**src/rtl/lock_chamber_if.sv**
```systemverilog
// Purpose: operator/board-side bundle for the lock chamber controller.
//   master : board top (drives switches/keys, observes lights/status)
//   slave  : lock_chamber_ctrl
// Signals:
//   dir, arr_sw, dep_sw, gate_lo_sw, gate_hi_sw, w_up, w_down    master -> slave
//   arr_li, dep_li, gate_lo_li, gate_hi_li, level, busy, fault,
//   pass_cnt                                                     slave -> master
interface lock_chamber_if #(
    parameter int unsigned LEVEL_W = 8,
    parameter int unsigned CNT_W   = 8
);
    logic               dir;
    logic               arr_sw;
    logic               dep_sw;
    logic               gate_lo_sw;
    logic               gate_hi_sw;
    logic               w_up;
    logic               w_down;
    logic               arr_li;
    logic               dep_li;
    logic               gate_lo_li;
    logic               gate_hi_li;
    logic [LEVEL_W-1:0] level;
    logic               busy;
    logic               fault;
    logic [CNT_W-1:0]   pass_cnt;

    modport master (
        output dir, arr_sw, dep_sw, gate_lo_sw, gate_hi_sw, w_up, w_down,
        input  arr_li, dep_li, gate_lo_li, gate_hi_li, level, busy, fault, pass_cnt
    );

    modport slave (
        input  dir, arr_sw, dep_sw, gate_lo_sw, gate_hi_sw, w_up, w_down,
        output arr_li, dep_li, gate_lo_li, gate_hi_li, level, busy, fault, pass_cnt
    );
endinterface

```
**src/rtl/lock_chamber_ctrl.sv**
```systemverilog
// Purpose: single-chamber canal-lock controller with bidirectional transit,
//   saturating water-level pumps, gate/level interlocks, gate-open watchdog
//   and a wrapping passage counter. All outputs are registered.
// Ports:
//   clk    clock (divided tick)
//   reset  asynchronous active-low reset
//   bus    lock_chamber_if.slave (switch inputs, light/status outputs)
module lock_chamber_ctrl #(
    parameter int unsigned LEVEL_W      = 8,
    parameter int unsigned LOW_LEVEL    = 0,
    parameter int unsigned HIGH_LEVEL   = 200,
    parameter int unsigned FILL_STEP    = 8,
    parameter int unsigned DRAIN_STEP   = 8,
    parameter int unsigned GATE_TIMEOUT = 64,
    parameter int unsigned CNT_W        = 8
) (
    input  logic          clk,
    input  logic          reset,
    lock_chamber_if.slave bus
);

    localparam int unsigned LW1  = LEVEL_W + 1;
    localparam int unsigned WD_W = $clog2(GATE_TIMEOUT + 1);

    typedef enum logic [1:0] {
        IDLE   = 2'd0,
        ENTRY  = 2'd1,
        ADJUST = 2'd2,
        EXIT   = 2'd3
    } state_t;

    state_t             r_state, w_state_next;
    logic               r_dir_q, w_dir_next;
    logic [LEVEL_W-1:0] r_level, w_level_next;
    logic [WD_W-1:0]    r_wd, w_wd_next;
    logic               r_fault, w_fault_next;
    logic [CNT_W-1:0]   r_pass_cnt, w_pass_cnt_next;
    logic               r_arr_li, w_arr_li_next;
    logic               r_dep_li, w_dep_li_next;
    logic               r_gate_lo_li, w_gate_lo_li_next;
    logic               r_gate_hi_li, w_gate_hi_li_next;
    logic               r_busy, w_busy_next;

    // Side selection: live dir while idle (decides the entry), latched dir otherwise
    logic               w_dir_sel;
    logic               w_entry_sw, w_exit_sw;
    logic [LEVEL_W-1:0] w_entry_lvl, w_exit_lvl;
    logic [LW1-1:0]     w_lvl_ext, w_fill_sum;
    logic               w_gate_cur, w_gate_nxt;

    assign w_dir_sel   = (r_state == IDLE) ? bus.dir : r_dir_q;
    assign w_entry_sw  = w_dir_sel ? bus.gate_hi_sw : bus.gate_lo_sw;
    assign w_exit_sw   = w_dir_sel ? bus.gate_lo_sw : bus.gate_hi_sw;
    assign w_entry_lvl = w_dir_sel ? LEVEL_W'(HIGH_LEVEL) : LEVEL_W'(LOW_LEVEL);
    assign w_exit_lvl  = w_dir_sel ? LEVEL_W'(LOW_LEVEL)  : LEVEL_W'(HIGH_LEVEL);
    assign w_lvl_ext   = {1'b0, r_level};
    assign w_fill_sum  = w_lvl_ext + LW1'(FILL_STEP);
    assign w_gate_cur  = (r_state == ENTRY) || (r_state == EXIT);
    assign w_gate_nxt  = (w_state_next == ENTRY) || (w_state_next == EXIT);

    // State and registered outputs
    always_ff @(posedge clk or negedge reset) begin
        if (!reset) begin
            r_state      <= IDLE;
            r_dir_q      <= 1'b0;
            r_level      <= LEVEL_W'(LOW_LEVEL);
            r_wd         <= '0;
            r_fault      <= 1'b0;
            r_pass_cnt   <= '0;
            r_arr_li     <= 1'b0;
            r_dep_li     <= 1'b0;
            r_gate_lo_li <= 1'b0;
            r_gate_hi_li <= 1'b0;
            r_busy       <= 1'b0;
        end else begin
            r_state      <= w_state_next;
            r_dir_q      <= w_dir_next;
            r_level      <= w_level_next;
            r_wd         <= w_wd_next;
            r_fault      <= w_fault_next;
            r_pass_cnt   <= w_pass_cnt_next;
            r_arr_li     <= w_arr_li_next;
            r_dep_li     <= w_dep_li_next;
            r_gate_lo_li <= w_gate_lo_li_next;
            r_gate_hi_li <= w_gate_hi_li_next;
            r_busy       <= w_busy_next;
        end
    end

    // Next state, pumps, watchdog and next-cycle outputs
    always_comb begin
        w_state_next      = r_state;
        w_dir_next        = r_dir_q;
        w_level_next      = r_level;
        w_wd_next         = r_wd;
        w_fault_next      = r_fault;
        w_pass_cnt_next   = r_pass_cnt;
        w_arr_li_next     = 1'b0;
        w_dep_li_next     = 1'b0;
        w_gate_lo_li_next = 1'b0;
        w_gate_hi_li_next = 1'b0;

        case (r_state)
            IDLE: begin
                if (bus.arr_sw && (r_level == w_entry_lvl) && w_entry_sw) begin
                    w_state_next = ENTRY;
                    w_dir_next   = bus.dir;
                end
            end
            ENTRY: begin
                if (!w_entry_sw) w_state_next = ADJUST;
            end
            ADJUST: begin
                if ((r_level == w_exit_lvl) && w_exit_sw) w_state_next = EXIT;
            end
            EXIT: begin
                if (bus.dep_sw && !w_exit_sw) begin
                    w_state_next    = IDLE;
                    w_pass_cnt_next = r_pass_cnt + CNT_W'(1);
                end
            end
            default: w_state_next = IDLE;
        endcase

        // Pumps only with all gates closed; arithmetic one bit wider so it cannot wrap
        if ((r_state == IDLE) || (r_state == ADJUST)) begin
            if (bus.w_up && !bus.w_down) begin
                if (w_fill_sum > LW1'(HIGH_LEVEL)) w_level_next = LEVEL_W'(HIGH_LEVEL);
                else                               w_level_next = w_fill_sum[LEVEL_W-1:0];
            end else if (bus.w_down && !bus.w_up) begin
                if (w_lvl_ext < (LW1'(LOW_LEVEL) + LW1'(DRAIN_STEP)))
                    w_level_next = LEVEL_W'(LOW_LEVEL);
                else
                    w_level_next = r_level - LEVEL_W'(DRAIN_STEP);
            end
        end

        // Watchdog counts cycles spent with a gate open; saturates, fault is sticky
        if (w_gate_nxt && !w_gate_cur) begin
            w_wd_next = '0;
        end else if (w_gate_cur) begin
            if (32'(r_wd) < GATE_TIMEOUT) w_wd_next = r_wd + WD_W'(1);
            if ((32'(r_wd) + 32'd1) >= GATE_TIMEOUT) w_fault_next = 1'b1;
        end

        // Lights reflect the state being entered, gate side from the latched direction
        case (w_state_next)
            IDLE:  w_arr_li_next = bus.arr_sw;
            ENTRY: begin
                w_arr_li_next     = 1'b1;
                w_gate_hi_li_next = w_dir_next;
                w_gate_lo_li_next = !w_dir_next;
            end
            EXIT: begin
                w_dep_li_next     = 1'b1;
                w_gate_hi_li_next = !w_dir_next;
                w_gate_lo_li_next = w_dir_next;
            end
            default: ;
        endcase

        w_busy_next = (w_state_next != IDLE);
    end

    assign bus.arr_li     = r_arr_li;
    assign bus.dep_li     = r_dep_li;
    assign bus.gate_lo_li = r_gate_lo_li;
    assign bus.gate_hi_li = r_gate_hi_li;
    assign bus.level      = r_level;
    assign bus.busy       = r_busy;
    assign bus.fault      = r_fault;
    assign bus.pass_cnt   = r_pass_cnt;

endmodule

```
**src/flat_wrapper.sv**
```systemverilog
// flat-port wrapper written by rule: the top's interface ports become plain ports
module lock_chamber_ctrl_flat 
#(
    parameter int unsigned LEVEL_W      = 8,
    parameter int unsigned LOW_LEVEL    = 0,
    parameter int unsigned HIGH_LEVEL   = 200,
    parameter int unsigned FILL_STEP    = 8,
    parameter int unsigned DRAIN_STEP   = 8,
    parameter int unsigned GATE_TIMEOUT = 64,
    parameter int unsigned CNT_W        = 8
)
  (clk, reset, bus_dir, bus_arr_sw, bus_dep_sw, bus_gate_lo_sw, bus_gate_hi_sw, bus_w_up, bus_w_down, bus_arr_li, bus_dep_li, bus_gate_lo_li, bus_gate_hi_li, bus_level, bus_busy, bus_fault, bus_pass_cnt);
  lock_chamber_if #(.LEVEL_W(LEVEL_W), .CNT_W(CNT_W)) bus_i ();
  input  logic clk;
  input  logic reset;
  input wire logic [$bits(bus_i.dir)-1:0] bus_dir;
  input wire logic [$bits(bus_i.arr_sw)-1:0] bus_arr_sw;
  input wire logic [$bits(bus_i.dep_sw)-1:0] bus_dep_sw;
  input wire logic [$bits(bus_i.gate_lo_sw)-1:0] bus_gate_lo_sw;
  input wire logic [$bits(bus_i.gate_hi_sw)-1:0] bus_gate_hi_sw;
  input wire logic [$bits(bus_i.w_up)-1:0] bus_w_up;
  input wire logic [$bits(bus_i.w_down)-1:0] bus_w_down;
  output wire logic [$bits(bus_i.arr_li)-1:0] bus_arr_li;
  output wire logic [$bits(bus_i.dep_li)-1:0] bus_dep_li;
  output wire logic [$bits(bus_i.gate_lo_li)-1:0] bus_gate_lo_li;
  output wire logic [$bits(bus_i.gate_hi_li)-1:0] bus_gate_hi_li;
  output wire logic [$bits(bus_i.level)-1:0] bus_level;
  output wire logic [$bits(bus_i.busy)-1:0] bus_busy;
  output wire logic [$bits(bus_i.fault)-1:0] bus_fault;
  output wire logic [$bits(bus_i.pass_cnt)-1:0] bus_pass_cnt;
  assign bus_i.dir = bus_dir;
  assign bus_i.arr_sw = bus_arr_sw;
  assign bus_i.dep_sw = bus_dep_sw;
  assign bus_i.gate_lo_sw = bus_gate_lo_sw;
  assign bus_i.gate_hi_sw = bus_gate_hi_sw;
  assign bus_i.w_up = bus_w_up;
  assign bus_i.w_down = bus_w_down;
  assign bus_arr_li = bus_i.arr_li;
  assign bus_dep_li = bus_i.dep_li;
  assign bus_gate_lo_li = bus_i.gate_lo_li;
  assign bus_gate_hi_li = bus_i.gate_hi_li;
  assign bus_level = bus_i.level;
  assign bus_busy = bus_i.busy;
  assign bus_fault = bus_i.fault;
  assign bus_pass_cnt = bus_i.pass_cnt;
  lock_chamber_ctrl #(.LEVEL_W(LEVEL_W), .LOW_LEVEL(LOW_LEVEL), .HIGH_LEVEL(HIGH_LEVEL), .FILL_STEP(FILL_STEP), .DRAIN_STEP(DRAIN_STEP), .GATE_TIMEOUT(GATE_TIMEOUT), .CNT_W(CNT_W)) u_core (.clk(clk), .reset(reset), .bus(bus_i));
endmodule
```
**config.mk**
```make
export PLATFORM = sky130hd
export DESIGN_NAME = lock_chamber_ctrl_flat
export DESIGN_NICKNAME = d
export VERILOG_FILES = /design/src/rtl/lock_chamber_if.sv /design/src/rtl/lock_chamber_ctrl.sv /design/src/flat_wrapper.sv
export SDC_FILE = /design/constraint.sdc
export NUM_CORES = 1
export LEC_CHECK = 0
export CORE_MARGIN = 10
export CORE_UTILIZATION = 37
export DETAILED_ROUTE_END_ITERATION = 8
export PLACE_DENSITY = 0.66
export SETUP_SLACK_MARGIN = 0.3
export SLEW_MARGIN = 0
export SYNTH_ARGS = -nofsm -noshare
export SYNTH_HDL_FRONTEND = slang
export SYNTH_SLANG_ARGS = --single-unit
```
**constraint.sdc**
```tcl
create_clock -name clk -period 2.1 [get_ports clk]
set_input_delay 0.42 -clock clk [delete_from_list [all_inputs] [get_ports clk]]
set_output_delay 0.42 -clock clk [all_outputs]
set_load 0.02 [all_outputs]
```
==> impl_metrics.tcl <==
set metrics [dict create \
    status "finished clean" \
    cts_tree "built" \
    p_sw_share_pct 38.7 \
    finalWeightedCongestion 0.851 \
    die-area_sq_um 8120 \
    clockPowerShare_pct 20.1 \
    hold_path_end "u_core.bus.fault$_DFFE_PN0P_" \
    critPathLaunchType "input pin" \
    synth_edf_count 0 \
    irDropWorstVdd_mv 0.585 \
    period_minus_slack_ns 1.84 \
    finalMaxSlewViolations 0 \
    setup_violations 0 \
    cp.arrival_ns 2.00 \
    internal-power_w 0.00154 \
    p_leak_nw 1.20 \
    vias 1629 \
    reg2reg_to "u_core.bus.level[5]$_DFFE_PN0P_" \
    pwr-share-seq_pct 32.5 \
    ant_nets 0 \
    nFillCells 440 \
    core_area_sq_um 4750 \
    end_kind "register" \
    path_clk_slew_ns 0.06 \
    postLayoutCoreUtil_pct 55.1 \
    cts_max_level 2 \
    grt_max_degree 30 \
    antenna_found_initial 0 \
    die_y_microns 90.1 \
    drtIter0Drc 40 \
    port_buffers 27 \
    cp_max_fo 4 \
    io_pins 31 \
    critical_path_required_ns 2.26 \
    clock_skew_ns 0.00689 \
    layout-area-overhead-vs-synth_pct 44.1 \
    worstHoldPathCells 1 \
    route.detailed.drc 0 \
    syn-cell-area_sq_um 1820 \
    wl_per_cell_microns 14.2 \
    synth-seq-area-share_pct 39.9 \
    synth-main-ff-cell "dfrtp_1" \
    clock-sinks 29 \
    grt_pass1_wl_microns 7550 \
    nNetsFinal 270 \
    grt_pass1_vias 1606 \
    critPathKind "input pin to register" \
    numCtsBuffers 5 \
    dr.pass1.iters 4 \
    synth-seq-cells 29 \
    min_from "u_core.bus.fault$_DFFE_PN0P_" \
    hold_violations 0 \
    pwr-share-comb_pct 47.4 \
    p_sw_w 0.000974 \
    fin_tns_setup_ns 0 \
    fp-row-count 25 \
    viasPerCell 5.04 \
    async_flop_share_pct 100 \
    grt-ovfl-total 0 \
    ys_types 50 \
    max_freq_ghz 0.544 \
    r2r-start "u_core.bus.level[3]$_DFFE_PN0P_" \
    die_w_microns 90.1 \
    reg2reg_slack_ns 0.29 \
    hold-worst-slack_ns 0.463 \
    reg2regPathDepth 8 \
    drive_gt1_share_pct 28.9 \
    powerDensity_nw_per_um2 959 \
    total_power_w 0.00251 \
    track_usage_pct 11.2 \
    dp_hpwl_microns 3050 \
    insertion_delay_ns 0.29 \
    synthCells 197 \
    drt-total-wl_microns 4590 \
    drv_cap 0 \
    cts_hold_buf 0 \
    place_area_sq_um 2270 \
    diodes 0 \
    start_util_pct 38.2 \
    clockRootBuffer "clkbuf_8" \
    postSynthAreaPerCell_sq_um 9.23 \
    finalInstanceArea_sq_um 2620 \
    rsz0062_at_grt "true" \
    hold_class "register to register" \
    clockBufferDepth 2 \
    yosysWarnings 0 \
    post-route-period-util_pct 87.5 \
]
==> metrics by stage <==
stage,setup WS (ns),cells
after global routing,0.193,323
final,0.261,323
after CTS,0.231,319
after floorplan,0.222,199
after global placement,-0.0894,298
after detailed placement,-0.110,298
==> sequential cells by signal (all words and copies together) (netlist names), 2 cells and up <==
name and count:
u_core.bus.level 5, u_core.r_state 2, u_core.bus.pass_cnt 8, u_core.r_wd 7
==> cell families (layout without fill, tap and decap cells) <==
logic type	after synthesis	count (layout)	synth area share, %
AOI/OAI and AO/OA	53	53	19.0
xor gates and xnor gates	12	12	5.78
adders and majority gates	6	6	4.13
buffers and inverters	23	80	5.92
DFF	29	29	39.9
muxes	10	10	5.71
other	1	3	0.206
and+or+nand+nor	63	63	19.3
==> power groups by stage <==
stage / clock [W] / combinational [W] / sequential (W)
after CTS: 0.000517 / 0.00110 / 0.000810
after global routing: 0.000546 / 0.00130 / 0.000837
after detailed placement: 0 / 0.000914 / 0.000843
after global placement: 0 / 0.000904 / 0.000840
after floorplan: 0 / 0.000583 / 0.000849
final: 0.000504 / 0.00119 / 0.000817
==> synthesized netlist by cell type (3+ instances only) <==
cell | n | area share, %
nand3_1 | 8 | 2.2
dfrtp_1 | 29 | 40
o21ai_0 | 12 | 3.3
xor2_1 | 3 | 1.4
buf_4 | 3 | 1.2
a21oi_1 | 15 | 4.1
nand2_1 | 13 | 2.7
inv_1 | 10 | 2.1
o21a_1 | 7 | 2.9
ha_1 | 6 | 4.1
mux2i_1 | 7 | 3.9
a22o_1 | 3 | 1.4
clkbuf_1 | 6 | 1.2
a31oi_1 | 3 | 1.0
and3_1 | 5 | 1.7
nor2_1 | 8 | 1.7
nor3_1 | 3 | 0.83
xnor2_1 | 9 | 4.3
o22ai_1 | 3 | 1.0
nand4_1 | 6 | 2.1
==> worst max-delay path: stages <==
cell	delay [ns]
clkdlybuf4s50_1	0.55
nand2_1	0.12
o311ai_4	0.24
o22ai_2	0.16
mux2_4	0.30
or2_1	0.22
==> area by class of cell <==
class	instances	area (sq um)	share of cell area (%)
multi-input combinational	147	1100	41.9
tap	67	83.8	3.20
sequential	29	733	28.0
inverter	10	50.0	1.91
clock buffer	7	96.3	3.68
timing repair buffer	62	554	21.2
clock inverter	1	5.00	0.191
==> cells in the final DEF (no fill, tap or decap), types with 3 or more instances in the layout <==
cell             count
and3_1               5
nor2_1               7
dlymetal6s2s_1       4
dlygate4sd2_1        5
ha_1                 4
buf_4               31
dfrtp_2              6
nand4_1              6
o21ai_0             10
clkdlybuf4s50_1     18
mux2i_1              6
dfrtp_1             23
xnor2_1              9
inv_1                8
nand3_1              8
o21a_1               7
a22o_1               3
nand2_1             13
clkbuf_8             7
conb_1               3
a21oi_1             13
==> repair_timing <==
action / 4_1_cts / 5_1_grt
pin swaps: 5 / 4
setup endpoints to repair: 24 / 25
endpoints found under the hold margin: 0 / 0
buffers inserted: 13 / 4
resized for setup: 17 / 26
==> worst max path at each step <==
stage	start	to	slack (ns)	cells after the start
finish	bus_dep_sw	u_core.bus.busy$_DFF_PN0_	0.26	6
global route	u_core.bus.level[7]$_DFFE_PN0P_	u_core.bus.gate_lo_li$_DFF_PN0_	0.19	6
CTS	u_core.bus.level[7]$_DFFE_PN0P_	bus_level[7]	0.23	1
detailed placement	bus_gate_hi_sw	u_core.bus.busy$_DFF_PN0_	-0.11	6
global placement	bus_dir	u_core.bus.pass_cnt[1]$_DFFE_PN0P_	-0.09	6
floorplan	u_core.bus.level[3]$_DFFE_PN0P_	u_core.bus.level[4]$_DFFE_PN0P_	0.22	8
==> metal layers <==
metal,vias to the layer above,routed length [microns],track usage (%)
met5,-,0,0
met3,8,209,4.24
met2,29,2280,18.6
met4,0,80,3.98
met1,774,2030,12.8
li1,818,-,-
Power figures use the tool's default switching activity.
